$ cat src/rtl/lsu_mem_stage.sv
// lsu_mem_stage: single-outstanding load/store unit.
// Steers store lanes, extends load data, reports done/err.
module lsu_mem_stage #(
  parameter int TIMEOUT = 255
) (
  input  logic        clk,
  input  logic        rst_n,
  input  logic        in_valid,
  output logic        in_ready,
  input  logic        in_is_load,
  input  logic        in_is_store,
  input  logic [2:0]  in_funct3,
  input  logic [31:0] in_addr,
  input  logic [31:0] in_wdata,
  input  logic [4:0]  in_rd,
  output logic        mem_req_valid,
  input  logic        mem_req_ready,
  output logic        mem_req_wen,
  output logic [31:0] mem_req_addr,
  output logic [31:0] mem_req_wdata,
  output logic [3:0]  mem_req_wmask,
  input  logic        mem_resp_valid,
  input  logic [31:0] mem_resp_rdata,
  output logic        lsu_write,
  output logic [4:0]  lsu_rd_addr,
  output logic [31:0] lsu_rd_data,
  output logic        done,
  output logic        err
);

  localparam int CW = (TIMEOUT < 2) ? 1 : $clog2(TIMEOUT + 1);
  localparam logic [CW-1:0] TMAX = CW'(TIMEOUT);

  typedef enum logic [1:0] {
    IDLE,
    REQ,
    WAIT,
    DONE
  } state_t;

  state_t        state;
  logic [CW-1:0] cnt;
  logic          op_load;
  logic [2:0]    op_f3;
  logic [1:0]    op_lane;
  logic [4:0]    op_rd;
  logic          accept;
  logic          bad;
  logic [31:0]   st_data;
  logic [3:0]    st_mask;
  logic [7:0]    ld_b;
  logic [15:0]   ld_h;
  logic [31:0]   ld_data;

  assign in_ready      = (state == IDLE);
  assign mem_req_valid = (state == REQ);
  assign accept        = in_valid && in_ready;

  // Reject malformed or misaligned ops before they reach memory
  always_comb begin
    bad = 1'b0;
    if (in_is_load == in_is_store)
      bad = 1'b1;
    else if (in_is_load && (in_funct3 inside {3'd3, 3'd6, 3'd7}))
      bad = 1'b1;
    else if (in_is_store && (in_funct3 > 3'd2))
      bad = 1'b1;
    else if ((in_funct3[1:0] == 2'd1) && in_addr[0])
      bad = 1'b1;
    else if ((in_funct3[1:0] == 2'd2) && (in_addr[1:0] != 2'd0))
      bad = 1'b1;
  end

  // Replicate store data across lanes and form byte enables
  always_comb begin
    st_data = in_wdata;
    st_mask = 4'b1111;
    unique case (in_funct3[1:0])
      2'd0: begin
        st_data = {4{in_wdata[7:0]}};
        st_mask = 4'b0001 << in_addr[1:0];
      end
      2'd1: begin
        st_data = {2{in_wdata[15:0]}};
        st_mask = 4'b0011 << in_addr[1:0];
      end
      default: ;
    endcase
  end

  // Pick the addressed byte/half of the read word and extend it
  always_comb begin
    ld_b = mem_resp_rdata[7:0];
    unique case (op_lane)
      2'd0: ld_b = mem_resp_rdata[7:0];
      2'd1: ld_b = mem_resp_rdata[15:8];
      2'd2: ld_b = mem_resp_rdata[23:16];
      2'd3: ld_b = mem_resp_rdata[31:24];
    endcase
    ld_h = op_lane[1] ? mem_resp_rdata[31:16] : mem_resp_rdata[15:0];
    ld_data = mem_resp_rdata;
    unique case (op_f3)
      3'd0: ld_data = {{24{ld_b[7]}}, ld_b};
      3'd1: ld_data = {{16{ld_h[15]}}, ld_h};
      3'd4: ld_data = {24'd0, ld_b};
      3'd5: ld_data = {16'd0, ld_h};
      default: ;
    endcase
  end

  // Operation FSM with registered request and write-back outputs
  always_ff @(posedge clk or negedge rst_n) begin
    if (!rst_n) begin
      state         <= IDLE;
      cnt           <= '0;
      op_load       <= 1'b0;
      op_f3         <= 3'd0;
      op_lane       <= 2'd0;
      op_rd         <= 5'd0;
      mem_req_wen   <= 1'b0;
      mem_req_addr  <= 32'd0;
      mem_req_wdata <= 32'd0;
      mem_req_wmask <= 4'd0;
      lsu_write     <= 1'b0;
      lsu_rd_addr   <= 5'd0;
      lsu_rd_data   <= 32'd0;
      done          <= 1'b0;
      err           <= 1'b0;
    end else begin
      done      <= 1'b0;
      err       <= 1'b0;
      lsu_write <= 1'b0;
      unique case (state)
        IDLE: begin
          if (accept) begin
            op_load <= in_is_load;
            op_f3   <= in_funct3;
            op_lane <= in_addr[1:0];
            op_rd   <= in_rd;
            if (bad) begin
              state <= DONE;
              done  <= 1'b1;
              err   <= 1'b1;
            end else begin
              state         <= REQ;
              mem_req_wen   <= in_is_store;
              mem_req_addr  <= {in_addr[31:2], 2'b00};
              mem_req_wdata <= st_data;
              mem_req_wmask <= in_is_store ? st_mask : 4'd0;
            end
          end
        end
        REQ: begin
          if (mem_req_ready) begin
            state <= WAIT;
            cnt   <= '0;
          end
        end
        WAIT: begin
          if (mem_resp_valid) begin
            state <= DONE;
            done  <= 1'b1;
            if (op_load) begin
              lsu_write   <= (op_rd != 5'd0);
              lsu_rd_addr <= op_rd;
              lsu_rd_data <= ld_data;
            end
          end else if (cnt == TMAX) begin
            state <= DONE;
            done  <= 1'b1;
            err   <= 1'b1;
          end else begin
            cnt <= cnt + 1'b1;
          end
        end
        DONE: state <= IDLE;
      endcase
    end
  end

endmodule
$ cat config.mk
export PLATFORM = sky130hd
export DESIGN_NAME = lsu_mem_stage
export DESIGN_NICKNAME = d
export VERILOG_FILES = /design/src/rtl/lsu_mem_stage.sv
export SDC_FILE = /design/constraint.sdc
export NUM_CORES = 1
export LEC_CHECK = 0
export CAP_MARGIN = 20
export CORE_MARGIN = 10
export CORE_UTILIZATION = 41
export CTS_CLUSTER_DIAMETER = 100
export DETAILED_ROUTE_END_ITERATION = 16
export PLACE_DENSITY_LB_ADDON = 0.3
export SLEW_MARGIN = 25
export SYNTH_ARGS = -nofsm -noshare
export SYNTH_HDL_FRONTEND = slang
export SYNTH_SLANG_ARGS = --single-unit
$ cat constraint.sdc
create_clock -name clk -period 1.7 [get_ports clk]
set_clock_uncertainty 0.05 [all_clocks]
set_input_delay 0.34 -clock clk [delete_from_list [all_inputs] [get_ports clk]]
set_output_delay 0.34 -clock clk [all_outputs]
set_load 0.05 [all_outputs]
[After elaboration in Yosys (flattened, before gate mapping)]
Index checks and enable logic that the tools add are counted.
Storage, ports and cells
  output and inout bits: 111
  flip-flop bits (word level): 128
  bits of input ports: 111
Cells by class
  order comparisons: 1
  muxes and demuxes: 31
  eq/ne operators: 21
  $add $sub $neg: 1
  shift operators: 2
  reductions and logical operators: 18
  bitwise logic cells: 1
Operators by type and width (number)
  $pmux 32 s4: 1
  $pmux 32 s2: 1
  $pmux 8 s4: 1
  $mux 8: 3
  $mux 16: 1
  $pmux 8 s2: 1
  $mux 1: 13
  $eq 3x3->1 const B: 4
  $eq 2x2->1 const B: 5
  $mux 2: 5
  $reduce_and 3->1: 3
  $add 8x1->8 const B: 1
  $eq 8x8->1 const B: 1
  $pmux 2 s4: 1
  $pmux 4 s2: 1
  $eq 2x1->1 const B: 3
  $logic_not 2->1: 3
  $logic_and 1x1->1: 5
  $reduce_bool 5->1: 1
  $mux 4: 1
  $ne 2x1->1 const B: 2
  $ne 2x2->1 const B: 2
  $pmux 1 s2: 2
  $reduce_and 4->1: 1
  other kinds (12): 13

[Longest topological paths before layout]
Gate-level depths: netlist (run 1).
  depth after elaboration: 10
  mapped depth: 9

[Least setup slack after synthesis (run 1)]
Ideal clock, no wire load.
  kind: reg-to-reg
  start point: register state[0]
  end point: register mem_req_addr[17]
  stages on the path, launching flop included: 9
  arrival time: 2.054 ns
  period minus slack after synthesis: 2.229 ns
  path buffers: 3
  slack: -0.529 ns
  cell sequence: dfrtp_1 > inv_1 > ha_1 > and2_1 > buf_2 > o221ai_2 > buf_6 > buf_6 > mux2_4
On the way
  longest elaborated chain between the ends: 3
RTL lines
  start, declared: line 41  | state_t state;
  start signal, assigned: line 114  | state <= IDLE;
  start signal, assigned: line 141  | state <= DONE;
  start signal, assigned: line 145  | state <= REQ;
  $logic_not 2->1 *: line 55  | assign in_ready = (state == IDLE);
  named net in_ready: line 9  | output logic in_ready,
  $logic_and 1x1->1: line 57  | assign accept = in_valid && in_ready;
  $reduce_and 3->1 (no line) *
  end signal, assigned: line 147  | mem_req_addr <= {in_addr[31:2], 2'b00};
  end, declared: line 19  | output logic [31:0] mem_req_addr,
The timed path passes the listed nets; every way through them passes the cells marked *.
A chain may end at the register's enable or synchronous reset.

[Worst setup path in the final report (run 1)]
  start point: input port in_funct3[1]
  end point: register mem_req_wdata[7]
On the way
  longest elaborated chain between the ends: 9
  elaborated cells on any way between the ends: 18
RTL lines
  start, declared: line 12  | input logic [2:0] in_funct3,
  $eq 2x2->1: line 70  | else if ((in_funct3[1:0] == 2'd2) && (in_addr[1:0] != 2'd0))
  $logic_and 1x1->1: line 70
  $mux 1: line 70
  $mux 1: line 68  | else if ((in_funct3[1:0] == 2'd1) && in_addr[0])
  $mux 1: line 66  | else if (in_is_store && (in_funct3 > 3'd2))
  $mux 1 *: line 64  | else if (in_is_load && (in_funct3 inside {3'd3, 3'd6, 3'd7}))
  $mux 1 *: line 62  | if (in_is_load == in_is_store)
  $not 1->1 (no line) *
  $reduce_and 3->1 (no line) *
  end signal, assigned: line 148  | mem_req_wdata <= st_data;
  end, declared: line 20  | output logic [31:0] mem_req_wdata,
Every way passes the cells marked *; elsewhere a longest branch is shown, timed or not.

==> flow_summary.ini, run 1 <==
[outcome]
run_status = complete, but fails checks
failed_checks = setup timing

[setup_path]
critPathLaunchType = primary input
crit_path_cell_trace = clkdlybuf4s50_1, a21oi_1, o221ai_4, buf_6, clkbuf_16, mux2_2
capturing_element_type_of_the_critical_path = register
wp_data_required_ns = 1.95
critical_path_class = primary input to register
cp_max_fo = 5
crit_arrival_ns = 2.01
slowest_cp_cell = clkdlybuf4s50_1
internal_reg_to_reg_setup_slack_ns = -0.05
cp_slowest_stage_delay_ns = 0.57
timing.critical_path.max_delay_family = buffers and inverters
critical_path.n_buffers_inverters = 3

[placement]
portBuffers = 219
final_weighted_congestion_in_routability_driven_placement = 0.862
place_inst = 985
dpl.hpwl_mm = 14.4

[cts]
inserted_clock_buffers = 17
clock_transition_at_the_register_clock_pins_on_the_worst_setup_and_hold_paths_after_cts_ns = 0.06
cts-root-to-sink-buffers = 2
htreeDepth = 4
tritoncts_clock_tree = yes
tritoncts_num_sinks = 128
clk_latency_ns = 0.42
root_buffer = clkbuf_16

[routing]
detail_route.first_pass.iterations = 5
vias_per_cell = 5.19
drcViolationCount = 0
wirelength_mm = 19.5
ant_nets = 0
avgRoutedWirePerCell_um = 19.0
detailroute.via_count = 5331
drt_iter0_markers = 371

[timing]
setup_repair_after_global_routing_missed_its_margin = yes
hold_violations = 0
slew_headroom_pct = 60.9
timing.final.setup_violations = 37
layout_worst_path_cycle_share_pct = 103
timing.final.max_slew_violations = 0
worst-slew-pin-transition_ns = 0.587
final_critical_path_setup_slack_ns = -0.0565
period_minus_slack_ns = 1.76
highest_achievable_clock_rate_mhz = 569

[synth]
synth.yosys.seq_area_share_pct = 52.5
synth-edff-count = 0
synth_cell_type_count = 47
synth_area_per_cell_um2 = 10.7
synthesis.instances = 570
synth_area_um2 = 6100
yosys_register_bits = 128
synth_top_area_share_pct = 52.5
synth_async_sr_flop_share_pct = 100
yosys_warnings = 0
post-synth-top-area-cell = dfrtp_1
postSynth.topFlopCell = dfrtp_1
ys_top_cells_by_area = dfrtp_1, mux2_2, mux2i_1

[grt]
antenna_found_initial = 1
gr-usage-all-layers_pct = 18.7
wire_length_of_the_first_global_routing_pass_mm = 29.9
maximum_number_of_pins_on_one_net_before_global_route_repair = 47
grt-ovfl-total = 0
grt_pass1_vias = 5483

[finish]
final_core_utilization_pct = 64.8
fillcell_total = 1150
mostFrequentLayoutCells = buf_4, dfrtp_1, clkdlybuf4s50_1
final-seq-area_um2 = 3200
final_common_cell = buf_4
final_cells = 1028
insertedDiodeCount = 0
area_growth_syn_to_layout_pct = 54.5
multi_input_comb_area_um2 = 2740
layout.nets = 947
final_layout_size_suffix_gt1_share_pct = 33.9

[power_and_ir_drop]
clock_power_share_pct = 18.2
power.share.combinational_pct = 54.9
p_int_mw = 10.5
power.total_mw = 19.8
power.net_switching_mw = 9.25
power-per-cell-area_nw_per_um2 = 2100
static-leakage-power_nw = 4.39
power.ir.vdd_worst_mv = 1.24
power.share.sequential_pct = 26.9
power.switching_fraction_pct = 46.8

[die]
top_level_ports = 222
std_cell_rows = 44
die-width_um = 142
design.die.area_um2 = 20100
core_region_area_um2 = 14500
die_extent_in_y_um = 142
starting_utilization_of_the_core_area_pct = 41.9

[flow_run]
maxCapViolations = 0

[min_path]
hold_class = primary input to async pin
routing by layer:
layer / up-vias / routed length, µm / GRT usage (%)
met5: - / 13 / 0
met1: 2591 / 7860 / 21.7
li1: 2523 / - / -
met3: 27 / 1390 / 6.44
met4: 2 / 333 / 6.67
met2: 188 / 9920 / 31.3
path summary, 6_finish.rpt:
check                                                      to  depth (start not counted)                  startpoint
worst max-delay path             mem_req_wdata[7]$_DFFE_PN0P_                          6                in_funct3[1]
worst min-delay path            mem_req_wdata[29]$_DFFE_PN0P_                          2                       rst_n
worst max register to register    lsu_rd_data[19]$_DFFE_PN0P_                          4      op_lane[0]$_DFFE_PN0P_
worst min register to register     lsu_rd_addr[4]$_DFFE_PN0P_                          2  lsu_rd_addr[4]$_DFFE_PN0P_
max in group asynchronous        mem_req_addr[28]$_DFFE_PN0P_                          3                       rst_n
min in group clk                         op_f3[2]$_DFFE_PN0P_                          2                in_funct3[2]
kinds of logic (layout without fill, tap and decap cells):
group                    Yosys count  after routing  synth area share (%)
AO/OA/AOI/OAI                    140            140                  13.3
adder cells (fa/ha/maj)            4              4                 0.821
buffers and inverters             48            321                  3.86
flip-flops                       128            128                  52.5
multiplexers                      92             92                  17.4
other                              1              2                0.0615
AND/OR/NAND/NOR                  157            157                  12.1
sequential cells by signal, summed over array words and instances (netlist names):
signal         count
cnt                8
lsu_rd_addr        5
op_lane            2
mem_req_wmask      4
err                1
state              2
op_f3              3
mem_req_wdata     32
mem_req_addr      30
op_rd              5
done               1
lsu_rd_data       32
lsu_write          1
op_load            1
mem_req_wen        1
worst reg2reg max path: cells and delay by family, from the launching register on:
kind / cells / cell delay, ns
mux: 2 / 0.91
simple gates: 1 / 0.17
compound gates: 1 / 0.11
flops: 1 / 0.41
what timing repair did:
action	4_1_cts	5_1_grt
hold endpoints to repair	16	0
setup endpoints to repair	58	81
gates resized for setup	10	16
hold buffers	1	0
setup buffers	4	2
pin swaps	2	2
gates cloned	1	5
power groups by stage:
| stage | registers, mW | clock network (mW) | logic [mW] |
|---|---|---|---|
| 2_1_floorplan | 9.30 | 0 | 2.95 |
| 3_3_place_gp | 5.27 | 0 | 10.5 |
| 3_5_place_dp | 5.33 | 0 | 10.7 |
| 4_1_cts | 5.31 | 3.67 | 10.8 |
| 5_1_grt | 5.48 | 3.81 | 11.4 |
| 6_report | 5.31 | 3.60 | 10.8 |
Yosys cell counts (all sizes together), types with 3 or more instances:
cell type and instances:
o211ai 3, and3 3, a21oi 56, nand2b 9, o22ai 4, inv 10, a31oi 3, nor2b 11
dfrtp 128, clkbuf 18, mux2i 33, mux2 58, nand4b 3, nor3 4, buf 20, ha 4
o21ai 61, nand3b 9, nand2 74, nor2 36
layout make-up:
| type | instances | share of cell area [%] |
|---|---|---|
| Clock buffer | 22 | 5.04 |
| Tap cell | 184 | 2.44 |
| Clock inverter | 9 | 1.16 |
| Multi-Input combinational cell | 395 | 29.1 |
| Inverter | 10 | 0.399 |
| Timing Repair Buffer | 280 | 27.9 |
| Sequential cell | 128 | 34.0 |
stage by stage:
step	area (µm²)	TNS (ns)	hold slack [ns]	setup WS, ns
floorplan	6140	-4.50	-0.00559	-0.163
global placement	8600	-36.16	0.198	-0.466
detailed placement	8600	-40.67	0.199	-0.522
CTS	9270	-0.436	0.285	-0.0499
global route	9420	-2.21	0.325	-0.0979
finish	9420	-1.06	0.300	-0.0565
No activity file was read; power rests on OpenSTA's default activity.
==> run 2, diff against run 1 <==
--- a/config.mk
+++ b/config.mk
@@ -7,9 +7,10 @@
 export LEC_CHECK = 0
 export CAP_MARGIN = 20
 export CORE_MARGIN = 10
-export CORE_UTILIZATION = 41
+export CORE_UTILIZATION = 49
 export CTS_CLUSTER_DIAMETER = 100
 export DETAILED_ROUTE_END_ITERATION = 16
+export GPL_TIMING_DRIVEN = 0
 export PLACE_DENSITY_LB_ADDON = 0.3
 export SLEW_MARGIN = 25
 export SYNTH_ARGS = -nofsm -noshare
==> constraint.sdc (replaced) <==
create_clock -name clk -period 2.1 [get_ports clk]
set_clock_uncertainty 0.05 [all_clocks]
set_input_delay 0.42 -clock clk [delete_from_list [all_inputs] [get_ports clk]]
set_output_delay 0.42 -clock clk [all_outputs]
set_load 0.05 [all_outputs]
==> run 2 against run 1 <==
Sequential power is 21% lower. The flow now finishes without violations. Register-to-register slack better by 0.18 ns. Combinational power is 20% lower. Sequential share of layout area is 0.52 points higher. Clock power is 16% lower. Hold slack better by 0.12 ns. Critical endpoint is now mem_req_wdata[16]. Largest cell class unchanged. Final cell count is 3.7% lower.
==> flow_summary.ini, run 2 (same netlist as run 1, synthesis figures left out) <==
[grt]
wire_length_of_the_first_global_routing_pass_mm = 31.3
antenna_found_initial = 0
gr-usage-all-layers_pct = 22.8
maximum_number_of_pins_on_one_net_before_global_route_repair = 74
grt_pass1_vias = 5624
grt-ovfl-total = 0

[die]
top_level_ports = 222
die_extent_in_y_um = 132
std_cell_rows = 40
die-width_um = 132
core_region_area_um2 = 12100
starting_utilization_of_the_core_area_pct = 50.3
design.die.area_um2 = 17300

[power_and_ir_drop]
power.ir.vdd_worst_mv = 1.21
power-per-cell-area_nw_per_um2 = 1710
power.total_mw = 15.9
static-leakage-power_nw = 4.59

[setup_path]
critical_path_class = register to output port
wp_data_required_ns = 1.63
cp_slowest_stage_delay_ns = 0.84
critical_path_depth = 1
reg2reg_from = state[0]$_DFFE_PN0P_
slowest_cp_cell = clkdlybuf4s50_1
crit_path_cell_trace = clkdlybuf4s50_1
r2r_cells = 8
cp_max_fo = 2
critPathLaunchType = register
crit_arrival_ns = 1.61
timing.critical_path.max_delay_family = buffers and inverters
capturing_element_type_of_the_critical_path = output port
critical_path.n_buffers_inverters = 1
crit_path_start = mem_req_wdata[16]$_DFFE_PN0P_

[placement]
place_inst = 958
portBuffers = 218
dpl.hpwl_mm = 15.0
final_weighted_congestion_in_routability_driven_placement = 0.904
placed_cell_area_um2 = 8530

[timing]
period_minus_slack_ns = 2.08
setup_repair_after_global_routing_missed_its_margin = no
timing.final.max_slew_violations = 0
setup_tns_ns = 0
slew_headroom_pct = 41.4
worst-slew-pin-transition_ns = 0.876
layout_worst_path_cycle_share_pct = 99.2
highest_achievable_clock_rate_mhz = 480
timing.final.setup_violations = 0
hold_violations = 0

[routing]
wirelength_mm = 19.9
drcViolationCount = 0
vias_per_cell = 5.34
drt_iter0_markers = 316
avgRoutedWirePerCell_um = 20.1
ant_nets = 0
detailroute.via_count = 5283
detail_route.first_pass.iterations = 6

[flow_run]
maxCapViolations = 0

[outcome]
run_status = finished, final reports clean

[finish]
area_growth_syn_to_layout_pct = 52.1
final_common_cell = clkdlybuf4s50_1
final_cells = 990
biggestRegsByFlops = lsu_rd_data: 32 flops, mem_req_wdata: 32 flops, mem_req_addr: 30 flops
final_layout_size_suffix_gt1_share_pct = 16.1
layout.nets = 924
final_area_um2 = 9270
mostFrequentLayoutCells = clkdlybuf4s50_1, dfrtp_1, nand2_1
insertedDiodeCount = 0
final_core_utilization_pct = 76.6

[cts]
tritoncts_num_sinks = 128
tritoncts_clock_tree = yes
cts-root-to-sink-buffers = 2
root_buffer = clkbuf_16
htreeDepth = 4
clk_latency_ns = 0.42
inserted_clock_buffers = 17
post_cts_setup_repair_bufs = 0
clock_transition_at_the_register_clock_pins_on_the_worst_setup_and_hold_paths_after_cts_ns = 0.06

[min_path]
holdCritStartpoint = mem_req_wdata[31]$_DFFE_PN0P_
hold_path_depth = 2
hold_class = register to register
-- run 2: metal layers --
layer / GRT usage [%] / routed length [µm] / part of all wire, % / vias up
li1: - / - / - / 2468
met1: 25.1 / 7590 / 38 / 2575
met2: 39.3 / 10300 / 52 / 197
met3: 7.89 / 1440 / 7.2 / 43
met4: 8.90 / 583 / 2.9 / 0
met5: 0 / 0 / 0 / -
-- run 2: worst paths after layout --
kind	endpoint	slack (ns)
setup / recovery	mem_req_wdata[16]	0.02
hold / removal	mem_req_wdata[31]$_DFFE_PN0P_	0.42
setup reg to reg	mem_req_addr[21]$_DFFE_PN0P_	0.13
hold reg to reg	mem_req_wdata[31]$_DFFE_PN0P_	0.42
max in group asynchronous	state[1]$_DFFE_PN0P_	0.81
min in group asynchronous	mem_req_wdata[1]$_DFFE_PN0P_	0.51
-- run 2: stage by stage --
stage / worst slack, ns / hold WS [ns]
global route: 0.000108 / 0.455
floorplan: 0.0467 / 0.0744
CTS: 0.000330 / 0.426
detailed placement: -0.351 / 0.376
global placement: -4.34 / 0.408
finish: 0.0171 / 0.424
-- run 2: what timing repair did --
action	in CTS	in global routing
endpoints found under the hold margin	72	0
pin swaps	0	1
resized for setup	15	58
hold buffers	1	0
endpoints found under the setup margin	13	111
-- run 2: tightest hold or removal path, cell delays in order, from the launching register on --
cell and delay [ns]:
dfrtp_1 0.34, nand2_1 0.04, o21ai_0 0.06
-- run 2: power breakdown --
part           leakage, nW  switching [mW]  internal (mW)
clock network        0.302            1.06           1.95
registers             1.59           0.632           3.58
logic                 2.70            5.69           2.96
total                 4.59            7.39           8.49
-- run 2: layout make-up --
type / count / area (µm²)
Sequential cell: 128 / 3200
Clock buffer: 21 / 470
Multi-Input combinational cell: 395 / 2680
Tap cell: 168 / 210
Inverter: 10 / 37.5
Buffer: 37 / 201
Timing Repair Buffer: 220 / 2330
Fill cell: 789 / 2840
Clock inverter: 11 / 136
